--- src/rtl/id_pair_packer_pkg.sv ---
// Shared widths, beat payload and lane->tkeep helper for the ID pair packer
// and the host-side result unpacker.
package id_pair_packer_pkg;

  localparam int unsigned BUS_WIDTH      = 128;
  localparam int unsigned VEC_ID_WIDTH   = 8;
  localparam int unsigned PAIR_WIDTH     = 2 * VEC_ID_WIDTH;
  localparam int unsigned PAIRS_PER_BEAT = BUS_WIDTH / PAIR_WIDTH;
  localparam int unsigned LANE_CNT_WIDTH = $clog2(PAIRS_PER_BEAT) + 1;
  localparam int unsigned PAIR_CNT_WIDTH = 32;
  localparam int unsigned KEEP_WIDTH     = BUS_WIDTH / 8;
  localparam int unsigned LANE_BYTES     = PAIR_WIDTH / 8;

  typedef logic [PAIR_WIDTH-1:0]     pair_t;
  typedef logic [BUS_WIDTH-1:0]      bus_t;
  typedef logic [KEEP_WIDTH-1:0]     keep_t;
  typedef logic [LANE_CNT_WIDTH-1:0] lane_cnt_t;
  typedef logic [PAIR_CNT_WIDTH-1:0] pair_cnt_t;

  // One packed output beat: lane 0 in the data LSBs.
  typedef struct packed {
    logic  last;
    keep_t keep;
    bus_t  data;
  } beat_t;

  // Byte enables for the first n_lanes lanes (lanes always fill from lane 0).
  function automatic keep_t lane_keep_mask(input lane_cnt_t n_lanes);
    keep_t mask;
    mask = '0;
    for (int unsigned k = 0; k < PAIRS_PER_BEAT; k++) begin
      if (32'(n_lanes) > k) mask[k*LANE_BYTES +: LANE_BYTES] = '1;
    end
    return mask;
  endfunction

endpackage

--- src/rtl/id_pair_packer_if.sv ---
// AXI4-Stream bundles: the narrow ID pair input stream and the packed output stream.
interface id_pair_stream_if;
  import id_pair_packer_pkg::*;

  pair_t tdata;
  logic  tvalid;
  logic  tlast;
  logic  tready;

  modport master (output tdata, output tvalid, output tlast, input tready);
  modport slave  (input tdata, input tvalid, input tlast, output tready);
endinterface

interface packed_stream_if;
  import id_pair_packer_pkg::*;

  bus_t  tdata;
  keep_t tkeep;
  logic  tvalid;
  logic  tlast;
  logic  tready;

  modport master (output tdata, output tkeep, output tvalid, output tlast, input tready);
  modport slave  (input tdata, input tkeep, input tvalid, input tlast, output tready);
endinterface

--- src/rtl/id_pair_out_reg.sv ---
// Output beat register: holds a packed beat stable until the downstream accepts it.
module id_pair_out_reg
  import id_pair_packer_pkg::*;
(
  input  logic  clk,
  input  logic  rst_n,
  input  logic  load,
  input  beat_t load_beat,
  input  logic  ready,
  output logic  valid,
  output beat_t beat,
  output logic  done,
  output logic  drain_c
);

  assign drain_c = valid && ready;

  // Load has priority: a same-edge drain and refill keeps valid high.
  always_ff @(posedge clk or negedge rst_n) begin
    if (!rst_n) begin
      valid <= 1'b0;
      beat  <= '0;
      done  <= 1'b0;
    end else begin
      done <= drain_c && beat.last;
      if (load) begin
        valid <= 1'b1;
        beat  <= load_beat;
      end else if (drain_c) begin
        valid <= 1'b0;
        beat  <= '0;
      end
    end
  end

endmodule

--- src/rtl/id_pair_packer.sv ---
// Packs PAIRS_PER_BEAT ID pairs into one wide AXI4-Stream beat; partial beats
// flush on tlast. Counts pairs per stream and pulses o_Done after the last beat.
module id_pair_packer
  import id_pair_packer_pkg::*;
(
  input  logic                ap_clk,
  input  logic                ap_rstn,
  id_pair_stream_if.slave     s_axis_id_pair,
  packed_stream_if.master     m_axis_packed,
  output logic [PAIR_CNT_WIDTH-1:0] o_PairCount,
  output logic                o_Done
);

  bus_t      acc_data_q, acc_data_d;
  lane_cnt_t lane_cnt_q, lane_cnt_d;
  logic      acc_pending_q, acc_pending_d;
  logic      pend_last_q, pend_last_d;
  logic      ready_q, ready_d;
  pair_cnt_t cnt_q, cnt_d;
  logic      closed_q, closed_d;

  bus_t      lane_data_c;
  lane_cnt_t lane_cnt_inc_c;
  logic      in_hs_c;
  logic      out_free_c;
  logic      beat_full_c;
  logic      load_c;
  beat_t     load_beat_c;

  logic      out_valid;
  beat_t     out_beat;
  logic      out_done;
  logic      out_drain_c;

  id_pair_out_reg u_out_reg (
    .clk       (ap_clk),
    .rst_n     (ap_rstn),
    .load      (load_c),
    .load_beat (load_beat_c),
    .ready     (m_axis_packed.tready),
    .valid     (out_valid),
    .beat      (out_beat),
    .done      (out_done),
    .drain_c   (out_drain_c)
  );

  assign m_axis_packed.tvalid = out_valid;
  assign m_axis_packed.tdata  = out_beat.data;
  assign m_axis_packed.tkeep  = out_beat.keep;
  assign m_axis_packed.tlast  = out_beat.last;
  assign s_axis_id_pair.tready = ready_q;
  assign o_PairCount = cnt_q;
  assign o_Done      = out_done;

  // Lane packing, ACC->OUT hand-off, back-pressure and per-stream pair count.
  always_comb begin
    acc_data_d    = acc_data_q;
    lane_cnt_d    = lane_cnt_q;
    acc_pending_d = acc_pending_q;
    pend_last_d   = pend_last_q;
    cnt_d         = cnt_q;
    closed_d      = closed_q;
    load_c        = 1'b0;
    load_beat_c   = '0;

    lane_data_c = acc_data_q;
    for (int unsigned k = 0; k < PAIRS_PER_BEAT; k++) begin
      if (lane_cnt_q == LANE_CNT_WIDTH'(k)) lane_data_c[k*PAIR_WIDTH +: PAIR_WIDTH] = s_axis_id_pair.tdata;
    end
    lane_cnt_inc_c = lane_cnt_q + LANE_CNT_WIDTH'(1);
    in_hs_c        = s_axis_id_pair.tvalid && ready_q;
    out_free_c     = !out_valid || m_axis_packed.tready;
    beat_full_c    = (lane_cnt_inc_c == LANE_CNT_WIDTH'(PAIRS_PER_BEAT));

    if (in_hs_c) begin
      closed_d = s_axis_id_pair.tlast;
      if (closed_q)        cnt_d = PAIR_CNT_WIDTH'(1);
      else if (cnt_q != '1) cnt_d = cnt_q + PAIR_CNT_WIDTH'(1);
    end

    if (acc_pending_q) begin
      // A completed beat is parked in ACC; move it as soon as OUT drains.
      if (out_drain_c) begin
        load_c           = 1'b1;
        load_beat_c.data = acc_data_q;
        load_beat_c.keep = lane_keep_mask(lane_cnt_q);
        load_beat_c.last = pend_last_q;
        acc_data_d       = '0;
        lane_cnt_d       = '0;
        acc_pending_d    = 1'b0;
        pend_last_d      = 1'b0;
      end
    end else if (in_hs_c) begin
      if (beat_full_c || s_axis_id_pair.tlast) begin
        if (out_free_c) begin
          load_c           = 1'b1;
          load_beat_c.data = lane_data_c;
          load_beat_c.keep = lane_keep_mask(lane_cnt_inc_c);
          load_beat_c.last = s_axis_id_pair.tlast;
          acc_data_d       = '0;
          lane_cnt_d       = '0;
        end else begin
          acc_data_d    = lane_data_c;
          lane_cnt_d    = lane_cnt_inc_c;
          acc_pending_d = 1'b1;
          pend_last_d   = s_axis_id_pair.tlast;
        end
      end else begin
        acc_data_d = lane_data_c;
        lane_cnt_d = lane_cnt_inc_c;
      end
    end

    ready_d = !acc_pending_d;
  end

  // Packer state registers; tready stays low during reset and rises on the first edge after.
  always_ff @(posedge ap_clk or negedge ap_rstn) begin
    if (!ap_rstn) begin
      acc_data_q    <= '0;
      lane_cnt_q    <= '0;
      acc_pending_q <= 1'b0;
      pend_last_q   <= 1'b0;
      ready_q       <= 1'b0;
      cnt_q         <= '0;
      closed_q      <= 1'b0;
    end else begin
      acc_data_q    <= acc_data_d;
      lane_cnt_q    <= lane_cnt_d;
      acc_pending_q <= acc_pending_d;
      pend_last_q   <= pend_last_d;
      ready_q       <= ready_d;
      cnt_q         <= cnt_d;
      closed_q      <= closed_d;
    end
  end

endmodule
--- src/flat_wrapper.sv ---
// flat-port wrapper written by rule: the top's interface ports become plain ports
module id_pair_packer_flat import id_pair_packer_pkg::*;
  (ap_clk, ap_rstn, o_PairCount, o_Done, s_axis_id_pair_tdata, s_axis_id_pair_tvalid, s_axis_id_pair_tlast, s_axis_id_pair_tready, m_axis_packed_tdata, m_axis_packed_tkeep, m_axis_packed_tvalid, m_axis_packed_tlast, m_axis_packed_tready);
  id_pair_stream_if s_axis_id_pair_i ();
  packed_stream_if m_axis_packed_i ();
  input  logic ap_clk;
  input  logic ap_rstn;
  output logic [PAIR_CNT_WIDTH-1:0] o_PairCount;
  output logic o_Done;
  input wire logic [$bits(s_axis_id_pair_i.tdata)-1:0] s_axis_id_pair_tdata;
  input wire logic [$bits(s_axis_id_pair_i.tvalid)-1:0] s_axis_id_pair_tvalid;
  input wire logic [$bits(s_axis_id_pair_i.tlast)-1:0] s_axis_id_pair_tlast;
  output wire logic [$bits(s_axis_id_pair_i.tready)-1:0] s_axis_id_pair_tready;
  output wire logic [$bits(m_axis_packed_i.tdata)-1:0] m_axis_packed_tdata;
  output wire logic [$bits(m_axis_packed_i.tkeep)-1:0] m_axis_packed_tkeep;
  output wire logic [$bits(m_axis_packed_i.tvalid)-1:0] m_axis_packed_tvalid;
  output wire logic [$bits(m_axis_packed_i.tlast)-1:0] m_axis_packed_tlast;
  input wire logic [$bits(m_axis_packed_i.tready)-1:0] m_axis_packed_tready;
  assign s_axis_id_pair_i.tdata = s_axis_id_pair_tdata;
  assign s_axis_id_pair_i.tvalid = s_axis_id_pair_tvalid;
  assign s_axis_id_pair_i.tlast = s_axis_id_pair_tlast;
  assign s_axis_id_pair_tready = s_axis_id_pair_i.tready;
  assign m_axis_packed_tdata = m_axis_packed_i.tdata;
  assign m_axis_packed_tkeep = m_axis_packed_i.tkeep;
  assign m_axis_packed_tvalid = m_axis_packed_i.tvalid;
  assign m_axis_packed_tlast = m_axis_packed_i.tlast;
  assign m_axis_packed_i.tready = m_axis_packed_tready;
  id_pair_packer u_core (.ap_clk(ap_clk), .ap_rstn(ap_rstn), .s_axis_id_pair(s_axis_id_pair_i), .m_axis_packed(m_axis_packed_i), .o_PairCount(o_PairCount), .o_Done(o_Done));
endmodule
--- config.mk ---
export PLATFORM = sky130hd
export DESIGN_NAME = id_pair_packer_flat
export DESIGN_NICKNAME = d
export VERILOG_FILES = /design/src/rtl/id_pair_packer_pkg.sv /design/src/rtl/id_pair_packer_if.sv /design/src/rtl/id_pair_out_reg.sv /design/src/rtl/id_pair_packer.sv /design/src/flat_wrapper.sv
export SDC_FILE = /design/constraint.sdc
export NUM_CORES = 1
export LEC_CHECK = 0
export BUFFER_PORTS_ARGS = -buffer_cell sky130_fd_sc_hd__buf_2
export CAP_MARGIN = 40
export CORE_MARGIN = 2
export CORE_UTILIZATION = 45
export DETAILED_ROUTE_END_ITERATION = 16
export GPL_TIMING_DRIVEN = 0
export PLACE_DENSITY = 0.69
export SLEW_MARGIN = 20
export SYNTH_ARGS = -nofsm -noshare
export SYNTH_HDL_FRONTEND = slang
export SYNTH_HIERARCHICAL = 1
export SYNTH_SLANG_ARGS = --single-unit
export TNS_END_PERCENT = 10
--- constraint.sdc ---
create_clock -name ap_clk -period 3.2 [get_ports ap_clk]
set_input_delay 0.48 -clock ap_clk [delete_from_list [all_inputs] [get_ports ap_clk]]
set_output_delay 0.48 -clock ap_clk [all_outputs]
set_load 0.1 [all_outputs]
; Word level (Yosys, flattened, before mapping)
; Cells that the tools add are included.
[op_classes]
n_addsub = 2
mux = 59
n_reduce_logical = 15
n_eq_ne = 11
n_lt_le_gt_ge = 16
[ops]
columns = cell, count
row1 = $mux 145, 7
row2 = $mux 128, 5
row3 = $mux 16, 8
row4 = $mux 32, 2
row5 = $add 32x1->32 const B, 1
row6 = $gt 4x3->1 const B, 8
row7 = $mux 2, 16
row8 = $ne 32x32->1 const B, 1
row9 = $mux 4, 5
row10 = $eq 4x3->1 const B, 4
row11 = $gt 4x1->1 const B, 4
row12 = $gt 4x2->1 const B, 4
row13 = $mux 1, 16
row14 = $eq 4x2->1 const B, 2
row15 = $reduce_bool 2->1, 4
row16 = $add 4x1->4 const B, 1
row17 = $eq 4x1->1 const B, 1
row18 = $eq 4x4->1 const B, 1
row19 = $logic_not 4->1, 1
row20 = $reduce_and 2->1, 2
row21 = $reduce_and 4->1, 1
row22 = $logic_and 1x1->1, 3
row23 = $logic_not 1->1, 2
row24 = $logic_or 1x1->1, 2
row25 = other kinds (2), 2
[totals]
out_inout_bits = 180
ff_bits = 315
word_cells = 115

; Depth between registers and ports, before layout
; Gate-level depths: netlist of run 1.
[depth]
word_depth = 8
depth_mapped = 12
depth_no_buf = 8

; By module
; The synthesis of run 1 kept the hierarchy.
[modules_own_cells]
columns = module, area_per_inst_um2, n_inst, cells_per_inst
row1 = id_pair_packer, 8966.1, 1, 827
row2 = id_pair_out_reg, 6436.2, 1, 634

; Worst setup path before layout of run 1
; Ideal clock, no wire load.
[synth_path]
path_type = register to register
start = register u_core.cnt_q[1] (netlist: u_core/o_PairCount[1])
end = register u_core.cnt_q[16] (netlist: u_core/o_PairCount[16])
arrival_ns = 2.760
setup_ns = 0.165
stages_incl_launch_ff = 10
required_ns = 3.035
synth_period_minus_slack_ns = 2.925
path_slack_ns = 0.275
cell_sequence = dfrtp_1 -> ha_1 -> clkbuf_1 -> nand2_1 -> or4_4 -> o31ai_4 -> or2_1 -> buf_6 -> buf_12 -> o31ai_1
[synth_between]
elab_chain_len = 3
elab_cells_between_ends = 6
[synth_lines]
columns = element, line
row1 = start: declaration, id_pair_packer.sv:19  ; pair_cnt_t cnt_q, cnt_d;
row2 = start signal: assignment, id_pair_packer.sv:133  ; cnt_q <= cnt_d;
row3 = $add 32x1->32 or $ne 32x32->1 (tied branches), id_pair_packer.sv:78  ; else if (cnt_q != '1) cnt_d = cnt_q + PAIR_CNT_WIDTH'(1);
row4 = $mux 32 or $reduce_bool 2->1 (tied branches), n/a
row5 = $mux 32 or $reduce_and 2->1 (tied branches), n/a
; Several ways; a longest one is shown, not always the timed one. The select of a mux whose other input is x is not followed.
; A chain may end at the register's enable or synchronous reset.

; Final worst setup path of run 1
[layout_path]
start = register u_core.lane_cnt_q[1]
end = register u_core/u_out_reg/beat[81] (netlist name)
[layout_between]
elab_chain_len = 7
elab_cells_between_ends = 14
[layout_lines]
columns = element, line
row1 = start: declaration, id_pair_packer.sv:15  ; lane_cnt_t lane_cnt_q, lane_cnt_d;
row2 = start signal: assignment, id_pair_packer.sv:129  ; lane_cnt_q <= lane_cnt_d;
row3 = $add 4x1->4 (*), id_pair_packer.sv:70  ; lane_cnt_inc_c = lane_cnt_q + LANE_CNT_WIDTH'(1);
row4 = $eq 4x4->1 (*), id_pair_packer.sv:73  ; beat_full_c = (lane_cnt_inc_c == LANE_CNT_WIDTH'(PAIRS_PER_BEAT));
row5 = $logic_or 1x1->1 (*), id_pair_packer.sv:94  ; if (beat_full_c || s_axis_id_pair.tlast) begin
row6 = $mux 1 (*), id_pair_packer.sv:94
row7 = $mux 1 (*), id_pair_packer.sv:93  ; end else if (in_hs_c) begin
row8 = $mux 1 (*), id_pair_packer.sv:81  ; if (acc_pending_q) begin
row9 = via u_core.load_c, id_pair_packer.sv:27  ; logic load_c;
row10 = $mux 145 or $reduce_bool 2->1 (tied branches), n/a
row11 = end signal: assignment, id_pair_out_reg.sv:28  ; beat <= load_beat;
row12 = end: declaration, id_pair_out_reg.sv:11  ; output beat_t beat,
; Mark *: on every way through the listed nets, which the timed path passes. The rest lies on a longest branch.

==> results of run 1 <==
==> power by group through the flow <==
stage	clock, mW	combinational, mW	sequential (mW)
global placement	0	4.58	4.80
global route	4.37	4.98	4.80
CTS	4.21	4.67	4.74
finish	4.16	4.70	4.75
detailed placement	0	4.66	4.81
floorplan	0	2.37	5.94
==> per-layer routing <==
layer  wire [µm]  GRT usage
met1       20740     0.3728
met5           0          0
met3        3180    0.04300
met2       21310     0.3997
met4        1138    0.07692
==> cells in the mapped netlist (3+ instances only) <==
master    count  area share
dfrtp_1     315        0.51
a22o_1      257        0.15
nand2_1     179       0.044
nand2b_1    152       0.062
o21ai_1      92       0.030
o21ai_2      57       0.032
o21ai_0      39       0.013
buf_2        38       0.012
clkbuf_1     32      0.0078
buf_4        23       0.011
nand3_1      21      0.0068
nor2_1       21      0.0051
buf_6        18       0.013
buf_1        17      0.0041
o31ai_1      15      0.0073
a21oi_1      12      0.0039
a31oi_1      12      0.0049
and2_1       12      0.0049
inv_1        12      0.0029
nor3_1       10      0.0032
clkbuf_2      9      0.0029
nand4_1       9      0.0037
ha_1          8      0.0065
nor2_2        8      0.0032
nor2b_1       7      0.0028
nor3_2        7      0.0045
or3_1         7      0.0028
a41oi_1       6      0.0034
and3_1        6      0.0024
o31ai_4       5      0.0069
and4_1        4      0.0023
o22ai_1       4      0.0016
o41ai_1       4      0.0023
a21o_1        3      0.0015
nor4_1        3      0.0012
o31ai_2       3      0.0024
==> metrics by stage <==
stage / TNS, ns / utilization / cells / power (mW) / setup WS (ns)
6_report: 0 / 0.5420 / 2164 / 13.60 / 0.1882
5_1_grt: 0 / 0.5420 / 2164 / 14.15 / 0.02572
4_1_cts: 0 / 0.5410 / 2161 / 13.63 / 0.1406
3_5_place_dp: 0 / 0.5055 / 2097 / 9.464 / 0.03889
3_3_place_gp: -1359.92 / 0.5023 / 2093 / 9.377 / -4.357
2_1_floorplan: 0 / - / 1461 / 8.303 / 0.2753
==> flip-flops by register name, indices dropped and copies added, names as in the netlist <==
| register | flops |
|---|---|
| u_core/acc_data_q | 128 |
| u_core/acc_pending_q | 1 |
| u_core/closed_q | 1 |
| u_core/lane_cnt_q | 4 |
| u_core/o_PairCount | 32 |
| u_core/pend_last_q | 1 |
| u_core/s_axis_id_pair.tready | 1 |
| u_core/u_out_reg/beat | 145 |
| u_core/u_out_reg/done | 1 |
| u_core/u_out_reg/valid | 1 |
==> final timing paths <==
check,start,end,slack (ns),cells past startpoint
worst min-delay path,s_axis_id_pair_tlast,u_core/pend_last_q$_DFFE_PN0P_,0.18,2
worst max register to register,u_core/lane_cnt_q[1]$_DFFE_PN0P_,u_core/u_out_reg/beat[81]$_DFFE_PN0P_,0.19,11
worst min register to register,u_core/acc_data_q[98]$_DFFE_PN0P_,u_core/acc_data_q[98]$_DFFE_PN0P_,0.50,1
worst max-delay path,u_core/lane_cnt_q[1]$_DFFE_PN0P_,u_core/u_out_reg/beat[81]$_DFFE_PN0P_,0.19,11
min in group asynchronous,ap_rstn,u_core/u_out_reg/beat[53]$_DFFE_PN0P_,0.49,2
max in group asynchronous,ap_rstn,u_core/acc_data_q[98]$_DFFE_PN0P_,1.50,4
==> cell type report <==
| type | instances | share of cell area |
|---|---|---|
| Clock inverter | 16 | 0.008034 |
| Multi-Input combinational cell | 996 | 0.3663 |
| Timing Repair Buffer | 191 | 0.05802 |
| Clock buffer | 47 | 0.05672 |
| Tap cell | 448 | 0.03076 |
| Inverter | 12 | 0.002472 |
| Antenna cell | 1 | 0.0001373 |
| Sequential cell | 315 | 0.4326 |
| Buffer | 138 | 0.04498 |
==> logic make-up (layout without fill, tap and decap cells) <==
kind of cell,count (synthesis),after routing,share of synthesized area
AOI/OAI and AO/OA,523,523,0.2648
and+or+nand+nor,461,461,0.1587
DFF,315,315,0.5118
buffers and inverters,150,404,0.05581
adders and majority gates,8,8,0.006499
xor gates and xnor gates,3,3,0.001706
muxes,1,1,0.0007311
other,0,1,0
==> timing repair <==
item	CTS	global route
gates cloned	0	0
endpoints found under the setup margin	1	40
hold buffers	1	0
gates resized for setup	1	6
endpoints found under the hold margin	57	0
==> impl_metrics.env, run 1 <==
export IMPL_crit_arrival_ns=3.41
export IMPL_layout_common_cells="315 x dfrtp_1, 257 x a22o_1, 220 x buf_2, 179 x nand2_1, 152 x nand2b_1"
export IMPL_drcViolationCount=0
export IMPL_avgRoutedWirePerCell_um=21.43
export IMPL_slowest_delay_ns=0.56
export IMPL_coreArea_um2=33620
export IMPL_cp_required_ns=3.60
export IMPL_num_rows=67
export IMPL_startpoint_type="flip-flop"
export IMPL_layout_commonest_cell="dfrtp_1"
export IMPL_switchingPower_mw=5.440
export IMPL_syn_num_nets=1490
export IMPL_num_vias=12580
export IMPL_fmax_mhz=332.0
export IMPL_routed_wl_mm=46.37
export IMPL_power_density_nw_per_um2=746.4
export IMPL_dieWidth_um=189.0
export IMPL_avgSynthCellArea_um2=10.54
export IMPL_clkLatencyLatePin_ns=0.54
export IMPL_grt_pass1_wl_mm=72.27
export IMPL_drt_iter0_markers=1003
export IMPL_whs_ns=0.1825
export IMPL_initial_core_util=0.4582
export IMPL_gp_congestion=0.9012
export IMPL_viasPerCell=5.815
export IMPL_comb_power_share=0.345
export IMPL_overflow=0
export IMPL_syn_to_final_growth_pct=18.30
export IMPL_cp_end_kind="flip-flop"
export IMPL_timing_final_crit_share=0.9412
export IMPL_rsz0062_at_grt="no"
export IMPL_slew_violations=0
export IMPL_path_delay_family="buffers and inverters"
export IMPL_worstMarginPinSlew_ns=0.9037
export IMPL_crit_buf_inv=4
export IMPL_yosysSeqAreaShare=0.5118
export IMPL_synthArstFlopShare=1.000
export IMPL_path_max_fanout=10
export IMPL_yosys_warnings=6
export IMPL_dieHeight_um=189.0
export IMPL_grt_pass1_vias=12270
export IMPL_clockRootBuffer="clkbuf_16"
export IMPL_ys_flop_type="dfrtp_1"
export IMPL_ys_seq_elements=315
export IMPL_clockBufferDepth=3
export IMPL_slowest_stage="dfrtp_1"
export IMPL_syn_inst=1461
export IMPL_crit_chain="ha_1, clkbuf_2, nand2_1, a2111oi_4, nor2_2, buf_2, nand2_1, clkbuf_4, buf_2, nand2b_1, o21ai_2"
export IMPL_multi_input_comb_area_um2=6674
export IMPL_numCtsBuffers=36
export IMPL_setup_viol=0
export IMPL_fillCellCount=3024
export IMPL_nets=1719
export IMPL_clk_pin_slew_ns=0.06
export IMPL_hpwl_mm=31.73
export IMPL_seqCellArea_um2=7883
export IMPL_ys_types=63
export IMPL_min_period_ns=3.012
export IMPL_cts_sinks=315
export IMPL_cts_setup_buffers=0
export IMPL_die_area_um2=35720
export IMPL_antenna_found_initial=1
export IMPL_final_cell_area_um2=18220
export IMPL_p_leak_nw=8.597
export IMPL_outcome="finished clean"
export IMPL_clockPowerShare=0.306
export IMPL_synth_area_um2=15400
export IMPL_swShare=0.4000
export IMPL_vdd_ir_drop_max_mv=0.5574
export IMPL_port_buffers=184
export IMPL_placed_area_um2=16990
export IMPL_sequentialPowerShare=0.349
export IMPL_grt_start_max_net_pins=97
export IMPL_cts_htree_levels=2
export IMPL_cts_tree="yes"
export IMPL_track_usage=0.2580
export IMPL_cap_violations=0
export IMPL_ant_nets=0
export IMPL_min_path_type="in2reg"
export IMPL_path_class="reg2reg"
export IMPL_drive_above_1_share=0.2542
export IMPL_clock_skew_ns=0.03164
export IMPL_first_pass_iters=5
export IMPL_synth_edff_count=0
export IMPL_num_io_pins=201
export IMPL_slew_headroom=0.3975
export IMPL_p_int_mw=8.160
export IMPL_final_hold_viol_count=0
Note: power is estimated with default switching activity, not from simulation.
==> inputs of run 2 (changes only) <==
--- a/config.mk
+++ b/config.mk
@@ -11,7 +11,6 @@
 export CORE_UTILIZATION = 45
 export DETAILED_ROUTE_END_ITERATION = 16
 export GPL_TIMING_DRIVEN = 0
-export PLACE_DENSITY = 0.69
 export SLEW_MARGIN = 20
 export SYNTH_ARGS = -nofsm -noshare
 export SYNTH_HDL_FRONTEND = slang
==> run 2 against run 1 <==
Net effect:
- clock power grew 4%
- critical path type unchanged
- first-iteration DRC count decreased by 4.3%
- non-clock buffer count is 1 lower
- cell count rose by 0.18%
- fmax down 0.76%
- combinational power about the same
==> impl_metrics.env, run 2 (synthesis results as in run 1) <==
export IMPL_num_vias=12340
export IMPL_worstMarginPinSlew_ns=0.8798
export IMPL_clkLatencyLatePin_ns=0.52
export IMPL_nets=1719
export IMPL_fmax_mhz=329.5
export IMPL_numCtsBuffers=37
export IMPL_crit_arrival_ns=3.48
export IMPL_slowest_stage="clkbuf_1"
export IMPL_avgRoutedWirePerCell_um=20.93
export IMPL_startpoint_type="flip-flop"
export IMPL_overflow=0
export IMPL_initial_core_util=0.4582
export IMPL_cap_violations=0
export IMPL_rsz0062_at_grt="no"
export IMPL_crit_chain="and2_4, buf_6, buf_4, nand2_1, clkbuf_1, nand2_1, clkbuf_4, buf_2, nand2b_1, o21ai_2"
export IMPL_drcViolationCount=0
export IMPL_clockBufferDepth=3
export IMPL_cts_setup_buffers=0
export IMPL_antenna_found_initial=2
export IMPL_first_pass_iters=5
export IMPL_outcome="finished clean"
export IMPL_path_class="reg2reg"
export IMPL_dieHeight_um=189.0
export IMPL_cts_tree="yes"
export IMPL_coreArea_um2=33620
export IMPL_clock_skew_ns=0.008600
export IMPL_gp_congestion=0.8660
export IMPL_drive_above_1_share=0.2548
export IMPL_slew_headroom=0.4135
export IMPL_hpwl_mm=31.65
export IMPL_routed_wl_mm=45.37
export IMPL_port_buffers=184
export IMPL_timing_final_crit_share=0.9484
export IMPL_slowest_delay_ns=0.48
export IMPL_syn_to_final_growth_pct=18.84
export IMPL_cp_required_ns=3.64
export IMPL_min_period_ns=3.035
export IMPL_num_rows=67
export IMPL_grt_pass1_wl_mm=71.13
export IMPL_die_area_um2=35720
export IMPL_clockRootBuffer="clkbuf_16"
export IMPL_largest_register="u_core/u_out_reg/beat"
export IMPL_slew_violations=0
export IMPL_p_leak_nw=8.624
export IMPL_setup_viol=0
export IMPL_path_delay_family="buffers and inverters"
export IMPL_drt_iter0_markers=960
export IMPL_dieWidth_um=189.0
export IMPL_track_usage=0.2540
export IMPL_clk_pin_slew_ns=0.06
export IMPL_grt_pass1_vias=12150
export IMPL_viasPerCell=5.690
export IMPL_ant_nets=0
export IMPL_final_hold_viol_count=0
export IMPL_vdd_ir_drop_max_mv=0.5411
export IMPL_cts_sinks=315
export IMPL_min_path_type="in2reg"
export IMPL_cp_end_kind="flip-flop"
export IMPL_grt_start_max_net_pins=89
export IMPL_layout_common_cells="314 x dfrtp_1, 257 x a22o_1, 221 x buf_2, 179 x nand2_1, 152 x nand2b_1"
export IMPL_crit_top_cell="nand2_1"
export IMPL_cts_htree_levels=2
export IMPL_num_io_pins=201
export IMPL_power_density_nw_per_um2=753.0
export IMPL_largest_reg_flops=145
export IMPL_whs_ns=0.2022
export IMPL_crit_buf_inv=5
export IMPL_path_max_fanout=14
export IMPL_layout_commonest_cell="dfrtp_1"
export IMPL_power_total_mw=13.78
run 2: what timing repair did:
action | 4_1_cts | 5_1_grt
endpoints found under the setup margin | 0 | 121
gates resized for setup | 0 | 4
hold buffers | 1 | 0
hold endpoints to repair | 43 | 0
run 2: layout make-up:
cell class                      count  area, µm²
Fill cell                        3077      15310
Sequential cell                   315       7884
Multi-Input combinational cell    996       6660
Clock buffer                       49       1084
Timing Repair Buffer              190       1056
Buffer                            138      818.3
Tap cell                          448      560.5
Clock inverter                     19      193.9
Inverter                           12      45.04
Antenna cell                        1      2.502
run 2: power by group:
part	internal, mW	total [mW]	switching (mW)
registers	4.43	4.73	0.305
logic	1.29	4.71	3.42
clock network	2.64	4.34	1.70
total	8.36	13.8	5.42
run 2: per-layer routing:
layer,global-route usage,vias up,share of wire
met5,0,-,0.00024
met4,0.06490,2,0.020
met3,0.04634,60,0.062
met2,0.3864,404,0.45
met1,0.3746,6118,0.47
li1,-,5752,-
run 2: final timing paths:
path | from | endpoint | slack [ns] | cells past startpoint
setup / recovery | u_core/u_out_reg/valid$_DFFE_PN0P_ | u_core/u_out_reg/beat[82]$_DFFE_PN0P_ | 0.17 | 10
hold reg to reg | u_core/acc_data_q[66]$_DFFE_PN0P_ | u_core/acc_data_q[66]$_DFFE_PN0P_ | 0.50 | 1
setup reg to reg | u_core/u_out_reg/valid$_DFFE_PN0P_ | u_core/u_out_reg/beat[82]$_DFFE_PN0P_ | 0.17 | 10
min in group asynchronous | ap_rstn | u_core/u_out_reg/beat[9]$_DFFE_PN0P_ | 0.44 | 2
hold / removal | s_axis_id_pair_tlast | u_core/pend_last_q$_DFFE_PN0P_ | 0.20 | 2
max in group asynchronous | ap_rstn | u_core/u_out_reg/beat[124]$_DFFE_PN0P_ | 1.34 | 5
run 2: per-stage QoR:
stage	cell area (µm²)	setup WS (ns)	setup TNS [ns]	utilization	instances
after floorplan	15400	0.2753	0	-	1461
after global placement	16880	-4.584	-1435.30	0.5023	2093
after detailed placement	17010	0.05431	0	0.5060	2098
after CTS	18300	0.04124	0	0.5443	2167
after global routing	18300	0.02135	0	0.5444	2167
final	18300	0.1652	0	0.5445	2168
